<file path="src/rtl/tx_pkg.sv">
// Shared constants and FSM state type for the rx->tx piece transmit path.
package tx_pkg;

    localparam int unsigned SLOTS   = 8;
    localparam int unsigned PIECE_W = 10;
    localparam int unsigned SLOT_W  = 3;

    typedef enum logic [1:0] {
        IDLE = 2'd0,
        SEND = 2'd1,
        DONE = 2'd2
    } state_e;

endpackage

</file>
<file path="src/rtl/tx_slot_pick.sv">
// Lowest-set-slot finder over the pending mask, plus any-set and exactly-one flags.
module tx_slot_pick
    import tx_pkg::*;
#(
    parameter int unsigned SLOTS  = tx_pkg::SLOTS,
    parameter int unsigned SLOT_W = tx_pkg::SLOT_W
) (
    input  logic [SLOTS-1:0]  pend_i,
    output logic [SLOT_W-1:0] idx_o,
    output logic              any_o,
    output logic              one_o
);

    logic found;

    always_comb begin
        idx_o = '0;
        found = 1'b0;
        for (int unsigned i = 0; i < SLOTS; i++) begin
            if (pend_i[i] && !found) begin
                idx_o = SLOT_W'(i);
                found = 1'b1;
            end
        end
    end

    // Clearing the lowest set bit leaves zero only for a one-hot mask.
    assign any_o = |pend_i;
    assign one_o = any_o && ((pend_i & (pend_i - SLOTS'(1))) == '0);

endmodule

</file>
<file path="src/rtl/tx.sv">
// Captures one frame of pieces from rx and serializes the occupied slots in
// ascending order over a valid/ack handshake, ending with tx_last and tx_done.
module tx
    import tx_pkg::*;
#(
    parameter int unsigned SLOTS   = tx_pkg::SLOTS,
    parameter int unsigned PIECE_W = tx_pkg::PIECE_W,
    parameter int unsigned SLOT_W  = tx_pkg::SLOT_W
) (
    input  logic                     clk,
    input  logic                     rst,
    input  logic [SLOTS*PIECE_W-1:0] rx_tx_pcs,
    input  logic [SLOTS-1:0]         rx_tx_valid,
    input  logic                     load,
    output logic                     tx_ready,
    output logic [PIECE_W-1:0]       tx_piece,
    output logic [SLOT_W-1:0]        tx_slot,
    output logic                     tx_valid,
    output logic                     tx_last,
    input  logic                     tx_ack,
    output logic                     tx_done
);

    state_e                   state_q, state_d;
    logic [SLOTS*PIECE_W-1:0] pcs_q, pcs_d;
    logic [SLOTS-1:0]         pend_q, pend_d;

    logic [SLOT_W-1:0]        pick_idx;
    logic                     pick_any;
    logic                     pick_one;

    tx_slot_pick #(
        .SLOTS  (SLOTS),
        .SLOT_W (SLOT_W)
    ) u_pick (
        .pend_i (pend_q),
        .idx_o  (pick_idx),
        .any_o  (pick_any),
        .one_o  (pick_one)
    );

    always_ff @(posedge clk or posedge rst) begin
        if (rst) begin
            state_q <= IDLE;
            pcs_q   <= '0;
            pend_q  <= '0;
        end else begin
            state_q <= state_d;
            pcs_q   <= pcs_d;
            pend_q  <= pend_d;
        end
    end

    always_comb begin
        state_d = state_q;
        pcs_d   = pcs_q;
        pend_d  = pend_q;
        unique case (state_q)
            IDLE: begin
                if (load) begin
                    pcs_d   = rx_tx_pcs;
                    pend_d  = rx_tx_valid;
                    state_d = (|rx_tx_valid) ? SEND : DONE;
                end
            end
            SEND: begin
                if (tx_ack) begin
                    pend_d = pend_q & ~(SLOTS'(1) << pick_idx);
                    if (pick_one || !pick_any) begin
                        state_d = DONE;
                    end
                end
            end
            DONE: begin
                pend_d  = '0;
                state_d = IDLE;
            end
            default: begin
                pend_d  = '0;
                state_d = IDLE;
            end
        endcase
    end

    // Outputs decode only registered state; data outputs read zero outside SEND.
    assign tx_ready = (state_q == IDLE);
    assign tx_valid = (state_q == SEND);
    assign tx_done  = (state_q == DONE);
    assign tx_last  = tx_valid && pick_one;
    assign tx_slot  = tx_valid ? pick_idx : '0;
    assign tx_piece = tx_valid ? pcs_q[32'(pick_idx)*PIECE_W +: PIECE_W] : '0;

endmodule

</file>
<file path="config.mk">
export PLATFORM = sky130hd
export DESIGN_NAME = tx
export DESIGN_NICKNAME = d
export VERILOG_FILES = /design/src/rtl/tx_pkg.sv /design/src/rtl/tx_slot_pick.sv /design/src/rtl/tx.sv
export SDC_FILE = /design/constraint.sdc
export NUM_CORES = 1
export LEC_CHECK = 0
export BUFFER_PORTS_ARGS = -buffer_cell sky130_fd_sc_hd__buf_4
export CAP_MARGIN = 20
export CORE_ASPECT_RATIO = 0.9
export CORE_MARGIN = 8
export CORE_UTILIZATION = 35
export CTS_CLUSTER_DIAMETER = 30
export DETAILED_ROUTE_END_ITERATION = 8
export GPL_ROUTABILITY_DRIVEN = 0
export PLACE_DENSITY_LB_ADDON = 0.05
export SYNTH_ARGS = -nofsm -noshare
export SYNTH_HDL_FRONTEND = slang
export SYNTH_SLANG_ARGS = --single-unit
</file>
<file path="constraint.sdc">
create_clock -name clk -period 7.4 [get_ports clk]
set_input_delay 1.11 -clock clk [delete_from_list [all_inputs] [get_ports clk]]
set_output_delay 1.11 -clock clk [all_outputs]
set_load 0.02 [all_outputs]
</file>
==> results of run 1 <==
[cell usage in the layout (no fill, tap or decap), drive strengths merged, types with 7 or more instances in the layout]
cell type  instances
a22oi              9
a31oi             20
buf              113
clkbuf            11
dfrtp             90
inv               24
mux2              62
nand2             34
nand3             20
nor2              24
nor2b              7
o2111ai           18
o211ai            10
o21ai             30
o221ai            20
[registers in the layout, indices dropped and copies added, names as in the netlist]
signal and flops:
state_q 2, pend_q 8, pcs_q 80
[metal layers]
| metal | vias to the layer above | global-route usage | routed length [µm] |
|---|---|---|---|
| li1 | 1844 | - | - |
| met1 | 1954 | 0.211 | 6540 |
| met2 | 133 | 0.267 | 6860 |
| met3 | 16 | 0.0506 | 938 |
| met4 | 0 | 0.0535 | 193 |
| met5 | - | 0 | 0 |
[through the flow]
stage	power, µW	hold WS, ns	utilization	instance area (µm²)
2_1_floorplan	2230	0.475	-	4770
3_3_place_gp	2780	0.493	0.424	5640
3_5_place_dp	2810	0.497	0.424	5640
4_1_cts	3250	0.513	0.443	5900
5_1_grt	3450	0.526	0.443	5900
6_report	3220	0.508	0.443	5900
[worst max-delay path, stage by stage (launching register included)]
cell and delay [ns]:
dfrtp_1 0.49, nand2b_1 0.65, o211a_1 0.71, o221ai_1 0.31
a22oi_1 0.30, o211ai_2 0.11, buf_4 0.19
[path summary, 6_finish.rpt]
check / start / end / slack [ns] / depth (start not counted)
worst max-delay path: pend_q[1] / tx_piece[5] / 3.19 / 6
worst min register to register: pcs_q[68] / pcs_q[68] / 0.51 / 1
max in group asynchronous: rst / pcs_q[10] / 5.41 / 3
worst max register to register: state_q[0] / pcs_q[12] / 4.83 / 4
worst min-delay path: pcs_q[68] / pcs_q[68] / 0.51 / 1
min in group asynchronous: rst / pcs_q[56] / 0.87 / 2
[cells by family (layout without fill, tap and decap cells)]
| logic type | after synthesis | in the layout |
|---|---|---|
| compound gates | 127 | 127 |
| xor+xnor | 1 | 1 |
| flops | 90 | 90 |
| mux | 63 | 63 |
| simple gates | 104 | 104 |
| buf+inv | 69 | 152 |
| fa+ha+maj | 1 | 1 |
[final cells by class]
cell class | count | share of cell area
clock buffer | 11 | 0.0411
inverter | 25 | 0.0161
tap | 168 | 0.0356
clock inverter | 3 | 0.00297
timing repair buffer | 113 | 0.144
sequential | 90 | 0.382
multi-input combinational | 296 | 0.379
[where the power goes]
part | switching [µW] | total (µW) | internal, µW | leakage, µW
Combinational | 1100 | 1870 | 769 | 0.00133
Sequential | 193 | 933 | 741 | 0.00108
Clock | 191 | 423 | 232 | 0.000127
==> impl_metrics.toml, run 1 <==
[run_status]
run_status = "complete, no violations"

[logic_synthesis]
synth-simple-area-share = 0.103
synth_ff_type = "dfrtp_1"
synthCells = 455
synth_top_area_frac = 0.472
synth_top_family_by_area = "compound AO/OA/AOI/OAI gates"
syn_area_per_cell_um2 = 10.5
yosys-top-cells-area = "dfrtp_1 47%, mux2_2 15%, o221ai_1 3.7%"
synth_adder_area_share = 0.00210
synth-seq-cells = 90
syn_area_um2 = 4770
yosys-top-cells-count = "90 x dfrtp_1, 62 x mux2_2, 34 x nand2_1, 29 x o21ai_0, 27 x clkbuf_1"
synth_xor_area_frac = 0.00184
async_reset_ff_frac = 1.00
synth-compound-area-share = 0.212
post-synth-top-count-cell = "dfrtp_1"
synthMuxAreaShare = 0.149
synth_warnings = 0
ys_types = 45
synth_top_area_cell = "dfrtp_1"
synth-edff-count = 0
synth_nets = 547
seq_area_frac_synth = 0.472

[die]
die-area_um2 = 17600
die_w_um = 139
row_count = 40
num_io_pins = 109
start_util = 0.358
core_area_um2 = 13300
die_y_um = 127

[clock_network]
numCtsBuffers = 9
htreeDepth = 3
postCtsResizedCells = 0
post_cts_buffers = 0
cts_tree = "yes"
clkLatencyLatePin_ns = 0.35
clk_pin_slew_ns = 0.06
ctsHoldBuffers = 0
cts_sinks = 90
cts_buffer_depth = 2
cts-root-buf = "clkbuf_16"

[grt]
grt_start_max_net_pins = 74
grt_usage = 0.167
antenna_found_initial = 0
grt_overflow = 0
grt_pass1_wl_um = 23100
first_global_vias = 4155

[critical_path]
cp-end-kind = "output pin"
cp-start-kind = "register"
worstPathRequired_ns = 6.29
cp_max_fo = 20
crit_type = "reg2out"
cp.arrival_ns = 3.10

[timing]
tns_ns = 0
relSlewSlack = 0.277
hold_viol = 0
setup_slack_ns = 3.19
max_freq_ghz = 0.237
finClkSkew_ns = 0.00390
rsz0062_at_grt = "false"
setup_viol = 0
timing.final.crit_period_ns = 4.21
finalCritPeriodShare = 0.570
worstMarginPinSlew_ns = 1.08
slew_viol_final = 0

[finish]
final_layout_size_suffix_gt1_frac = 0.394
multi_input_area_um2 = 2240
fillers = 1306
diodes = 0
fin_cells = 706
regArea_um2 = 2250
area_delta_synth_final_pct = 23.8
final_nets = 627

[drt]
ant_nets = 0
wl_per_cell_um = 20.6
post_drt_via_cell_ratio = 5.59
drtIter0Drc = 252
drt_first_pass_iters = 5
drc = 0
routed-via-count = 3947
wl_um = 14500

[job]
cap_violations = 0

[power]
powerDensity_nw_per_um2 = 546
p_leak_uw = 0.00254
vdd_drop_max_uv = 296

[placed_design]
hpwl_um = 10600
dpl_worst_slack_ns = 3.61
io_buffers = 108
place_inst = 692

[min_path]
hold_path.class = "reg2reg"
(Power assumes the default switching activity.)
==> inputs of run 2 (changes only) <==
--- a/config.mk
+++ b/config.mk
@@ -5,6 +5,7 @@
 export SDC_FILE = /design/constraint.sdc
 export NUM_CORES = 1
 export LEC_CHECK = 0
+export ABC_AREA = 1
 export BUFFER_PORTS_ARGS = -buffer_cell sky130_fd_sc_hd__buf_4
 export CAP_MARGIN = 20
 export CORE_ASPECT_RATIO = 0.9
==> constraint.sdc (replaced) <==
create_clock -name clk -period 3.95 [get_ports clk]
set_input_delay 0.5925 -clock clk [delete_from_list [all_inputs] [get_ports clk]]
set_output_delay 0.5925 -clock clk [all_outputs]
set_load 0.02 [all_outputs]
==> run 2 against run 1 <==
Synthesized cell count grew 44%. First-iteration DRC count rose by 10%. Largest power group unchanged. Setup slack got worse by 2.7 ns.
==> impl_metrics.toml, run 2 <==
[finish]
largest_register = "pcs_q"
fillers = 1407
multi_input_area_um2 = 2000
diodes = 0
largest_reg_flops = 80
regArea_um2 = 2250
final_area_um2 = 6050
reg_top3 = "pcs_q (80), pend_q (8), state_q (2)"
layout_commonest_cell = "nand2_1"
mostFrequentLayoutCells = "149 x nand2_1, 116 x buf_4, 93 x inv_1"
area_delta_synth_final_pct = 25.9
fin_util = 0.453
final_nets = 837
final_layout_size_suffix_gt1_frac = 0.204

[run_status]
run_status = "complete, no violations"

[critical_path]
r2r-start = "state_q[1]"
cp-start-kind = "register"
reg2reg_slack_ns = 1.77
rr_worst_depth = 5
cp.arrival_ns = 2.85
crit_type = "reg2out"
cp_max_fo = 40
worstPathRequired_ns = 3.36
reg2reg_to = "pcs_q[57]"
cp-end-kind = "output pin"

[logic_synthesis]
synth_nets = 748
yosys-top-cells-count = "150 x nand2_1, 94 x inv_1, 91 x nor2_1, 90 x dfrtp_1, 87 x a21oi_1"
synth_ff_type = "dfrtp_1"
seq_area_frac_synth = 0.469
synth_top_area_cell = "dfrtp_1"
synth-edff-count = 0
synth_top_area_frac = 0.469
async_reset_ff_frac = 1.00
synth_warnings = 0
yosys-top-cells-area = "dfrtp_1 47%, nand2_1 12%, a21oi_1 9.1%"
synth-seq-cells = 90
post-synth-top-count-cell = "nand2_1"
syn_area_per_cell_um2 = 7.33
ys_types = 30
syn_area_um2 = 4810
synthCells = 656

[power]
powerDensity_nw_per_um2 = 961
pwr-share-seq = 0.256
p_leak_uw = 0.00329
post-layout-total-power_uw = 5810
p_clk_frac = 0.167
vdd_drop_max_uv = 461
net-switching-power_uw = 2740
p_sw_frac = 0.471
intPower_uw = 3080
combPwrFrac = 0.577

[die]
die_w_um = 140
core_area_um2 = 13400
start_util = 0.360
die_y_um = 127
die-area_um2 = 17700
num_io_pins = 109
row_count = 40

[clock_network]
clk_pin_slew_ns = 0.06
post_cts_buffers = 0
htreeDepth = 3
cts-root-buf = "clkbuf_16"
ctsHoldBuffers = 0
cts_tree = "yes"
cts_buffer_depth = 2
clkLatencyLatePin_ns = 0.34
numCtsBuffers = 9
cts_sinks = 90
postCtsResizedCells = 0

[drt]
routed-via-count = 4434
ant_nets = 0
drc = 0
drt_first_pass_iters = 5
wl_um = 14400
drtIter0Drc = 278
post_drt_via_cell_ratio = 4.83
wl_per_cell_um = 15.6

[timing]
worstMarginPinSlew_ns = 1.02
max_freq_ghz = 0.291
rsz0062_at_grt = "false"
slew_viol_final = 0
finalCritPeriodShare = 0.871
hold_viol = 0
tns_ns = 0
timing.final.crit_period_ns = 3.44
setup_viol = 0
relSlewSlack = 0.319
finClkSkew_ns = 0.00387
whs_ns = 0.220

[grt]
antenna_found_initial = 0
first_global_vias = 4594
grt_overflow = 0
grt_pass1_wl_um = 23600
grt_start_max_net_pins = 102
grt_usage = 0.166

[placed_design]
placed_area_um2 = 5710
io_buffers = 108
hpwl_um = 10900

[min_path]
hold_path.class = "in2async"

[job]
cap_violations = 0
run 2: kinds of logic after synthesis:
kind of cell,after synthesis,synth area share
simple gates,322,0.294
flops,90,0.469
compound gates,106,0.120
buf+inv,138,0.118
run 2: area by class of cell:
cell class	instances	area share
well taps	168	0.0348
repair buffers	117	0.146
inverters	99	0.0616
clock inverters	5	0.0170
multi-input cells	428	0.330
flip-flops and latches	90	0.372
clock buffers	11	0.0385
run 2: layer usage:
layer	vias up	wire [µm]	track usage
met5	-	0	0
met4	0	157	0.0484
met3	10	750	0.0395
met2	110	6350	0.259
met1	2064	7090	0.224
li1	2250	-	-
run 2: worst max path at each step:
stage / endpoint / slack [ns] / from
final: tx_piece[7] / 0.51 / pend_q[5]
after floorplan: pcs_q[0] / 1.02 / rst
after detailed placement: tx_piece[0] / 0.90 / pend_q[5]
after CTS: tx_piece[0] / 0.51 / pend_q[5]
after global routing: tx_piece[3] / 0.22 / pend_q[2]
after global placement: tx_piece[2] / 0.97 / pend_q[2]
run 2: power by group through the flow:
stage,clock network (µW),logic (µW),registers [µW]
after CTS,990,3380,1490
after detailed placement,0,3370,1500
final,970,3350,1490
after global routing,1020,3760,1530
after floorplan,0,2340,1470
after global placement,0,3310,1490
run 2: worst max-delay path, cell delays in order (launching register included):
cell and delay, ns:
dfrtp_1 0.44, inv_2 0.08, nand2_1 0.11, nor2_1 0.06, nand2_2 0.29, nand3_2 0.71, nand2_1 0.26, nand2_1 0.09
nand2_1 0.10, nand3_1 0.08, nand2_1 0.13, buf_4 0.15
run 2: through the flow:
step,cells,setup slack (ns)
global placement,901,0.974
detailed placement,902,0.903
floorplan,656,1.02
global route,918,0.225
CTS,918,0.515
finish,918,0.509
==> inputs of run 3 (changes only) <==
--- a/config.mk
+++ b/config.mk
@@ -17,4 +17,5 @@
 export PLACE_DENSITY_LB_ADDON = 0.05
 export SYNTH_ARGS = -nofsm -noshare
 export SYNTH_HDL_FRONTEND = slang
+export SYNTH_HIERARCHICAL = 1
 export SYNTH_SLANG_ARGS = --single-unit
==> run 3 against run 2 <==
Core utilization decreased by 0.51 points. Largest power group unchanged. Sequential power increased by 9%. Highest routed layer unchanged. Critical path type unchanged. Final area decreased by 2.6%. Synthesized cell count increased by 3.4%. Critical endpoint is now tx_piece[1]. Combinational power decreased by 19%. Setup slack got worse by 0.25 ns. Worst hold slack improved by 0.055 ns. Clock skew about the same. Area after synthesis decreased by 3.1%. Global-route usage increased by 1.1 points.
==> impl_metrics.toml, run 3 <==
[timing]
relSlewSlack = 0.404
timing.final.crit_period_ns = 3.70
finClkSkew_ns = 0.00422
whs_ns = 0.275
rsz0062_at_grt = "false"
finalCritPeriodShare = 0.936
tns_ns = 0
hold_viol = 0
setup_viol = 0
max_freq_ghz = 0.271
worstMarginPinSlew_ns = 0.891
slew_viol_final = 0

[grt]
antenna_found_initial = 0
grt_pass1_wl_um = 24000
grt_overflow = 0
grt_usage = 0.176
first_global_vias = 4590
grt_start_max_net_pins = 72

[drt]
post_drt_via_cell_ratio = 4.75
drtIter0Drc = 410
drc = 0
wl_per_cell_um = 15.7
ant_nets = 0
wl_um = 14800
drt_first_pass_iters = 5
routed-via-count = 4478

[clock_network]
cts_tree = "yes"
cts_buffer_depth = 2
post_cts_buffers = 0
cts-root-buf = "clkbuf_16"
ctsHoldBuffers = 0
clkLatencyLatePin_ns = 0.34
postCtsResizedCells = 0
htreeDepth = 3
clk_pin_slew_ns = 0.06
numCtsBuffers = 9
cts_sinks = 90

[logic_synthesis]
synth_ff_type = "dfrtp_1"
syn_area_per_cell_um2 = 6.87
synth_nets = 770
yosys-top-cells-count = "414 x nand2_1, 90 x dfrtp_1, 50 x nand3_1, 23 x nor2_1, 22 x inv_1"
synth-seq-cells = 90
ys_types = 22
yosys-top-cells-area = "dfrtp_1 48%, nand2_1 33%, nand3_1 5.4%"
synth-edff-count = 0
post-synth-top-count-cell = "nand2_1"
synthCells = 678
syn_area_um2 = 4660
synth_top_area_frac = 0.484
seq_area_frac_synth = 0.484
async_reset_ff_frac = 1.00
synth_warnings = 6
synth_top_area_cell = "dfrtp_1"

[finish]
mostFrequentLayoutCells = "414 x nand2_1, 114 x buf_4, 90 x dfrtp_1"
final_layout_size_suffix_gt1_frac = 0.188
diodes = 0
fin_cells = 943
largest_reg_flops = 80
final_nets = 863
reg_top3 = "pcs_q (80), pend_q (8), state_q (2)"
area_delta_synth_final_pct = 26.5
layout_commonest_cell = "nand2_1"
largest_register = "pcs_q"
fin_util = 0.448

[die]
start_util = 0.354
core_area_um2 = 13200
die-area_um2 = 17300
row_count = 40
die_w_um = 138
die_y_um = 125
num_io_pins = 109

[power]
post-layout-total-power_uw = 5270
powerDensity_nw_per_um2 = 895
p_leak_uw = 0.00328
vdd_drop_max_uv = 308

[critical_path]
worstPathRequired_ns = 3.36
cp-start-kind = "register"
r2r-start = "state_q[1]"
startpoint = "pend_q[1]"
cp.arrival_ns = 3.10
cp-end-kind = "output pin"
cp_max_fo = 11
crit_type = "reg2out"

[placed_design]
place_inst = 928
io_buffers = 108
hpwl_um = 10800

[min_path]
hold_path.class = "in2async"

[job]
cap_violations = 0

[run_status]
run_status = "complete, no violations"
==> run 3: cell types whose count changed after synthesis, sizes merged, moves of 4 or more <==
cell | before | now
nand2 | 152 | 419
a21oi | 87 | 1
inv | 99 | 28
nor2 | 97 | 28
nand4 | 42 | 2
nand3 | 27 | 51
o21ai | 8 | 22
clkbuf | 14 | 8
a22oi | 4 | 0
==> run 3: final timing paths <==
check,end,depth (start not counted),slack [ns]
max,tx_piece[1],8,0.25
min,pcs_q[40],2,0.27
max reg2reg,pcs_q[69],7,1.40
min reg2reg,pcs_q[78],2,0.48
max in group asynchronous,pcs_q[78],3,2.82
min in group clk,pcs_q[64],3,0.44
==> run 3: cell families after synthesis <==
| kind of cell | Yosys count | share of synthesized area |
|---|---|---|
| AOI/OAI and AO/OA | 27 | 0.0314 |
| buffers and inverters | 61 | 0.0575 |
| DFF | 90 | 0.484 |
| and+or+nand+nor | 500 | 0.427 |
==> run 3: final cells by class <==
type                            count  area, µm²
Multi-Input combinational cell    527       2140
Clock inverter                      4       76.3
Inverter                           28        106
Sequential cell                    90       2250
Tap cell                          168        210
Clock buffer                       11        233
Timing Repair Buffer              115        876
Fill cell                        1399       7270
==> run 3: report_power, final <==
part	internal (µW)	leakage, µW	switching, µW
sequential	1350	0.00112	274
combinational	869	0.00201	1860
clock	554	0.000146	364
total	2780	0.00328	2500
==> run 3: worst max-delay path, cell delays in order, from the launching register on <==
cell and delay, ns:
dfrtp_1 0.46, nor2_4 0.19, nand2_2 0.08, a311oi_1 0.67
inv_1 0.23, nor2_1 0.75, nand2_1 0.14, nand2_1 0.11
buf_4 0.14
==> run 3: per-layer routing <==
layer | GRT usage | wire (µm)
met1 | 0.243 | 7120
met2 | 0.270 | 6610
met3 | 0.0440 | 897
met4 | 0.0428 | 183
met5 | 0 | 0
==> run 3: through the flow <==
step	worst slack (ns)	instance area, µm²
2_1_floorplan	1.02	4660
6_report	0.254	5890
3_3_place_gp	0.840	5580
4_1_cts	0.316	5890
5_1_grt	0.0205	5890
3_5_place_dp	0.698	5580
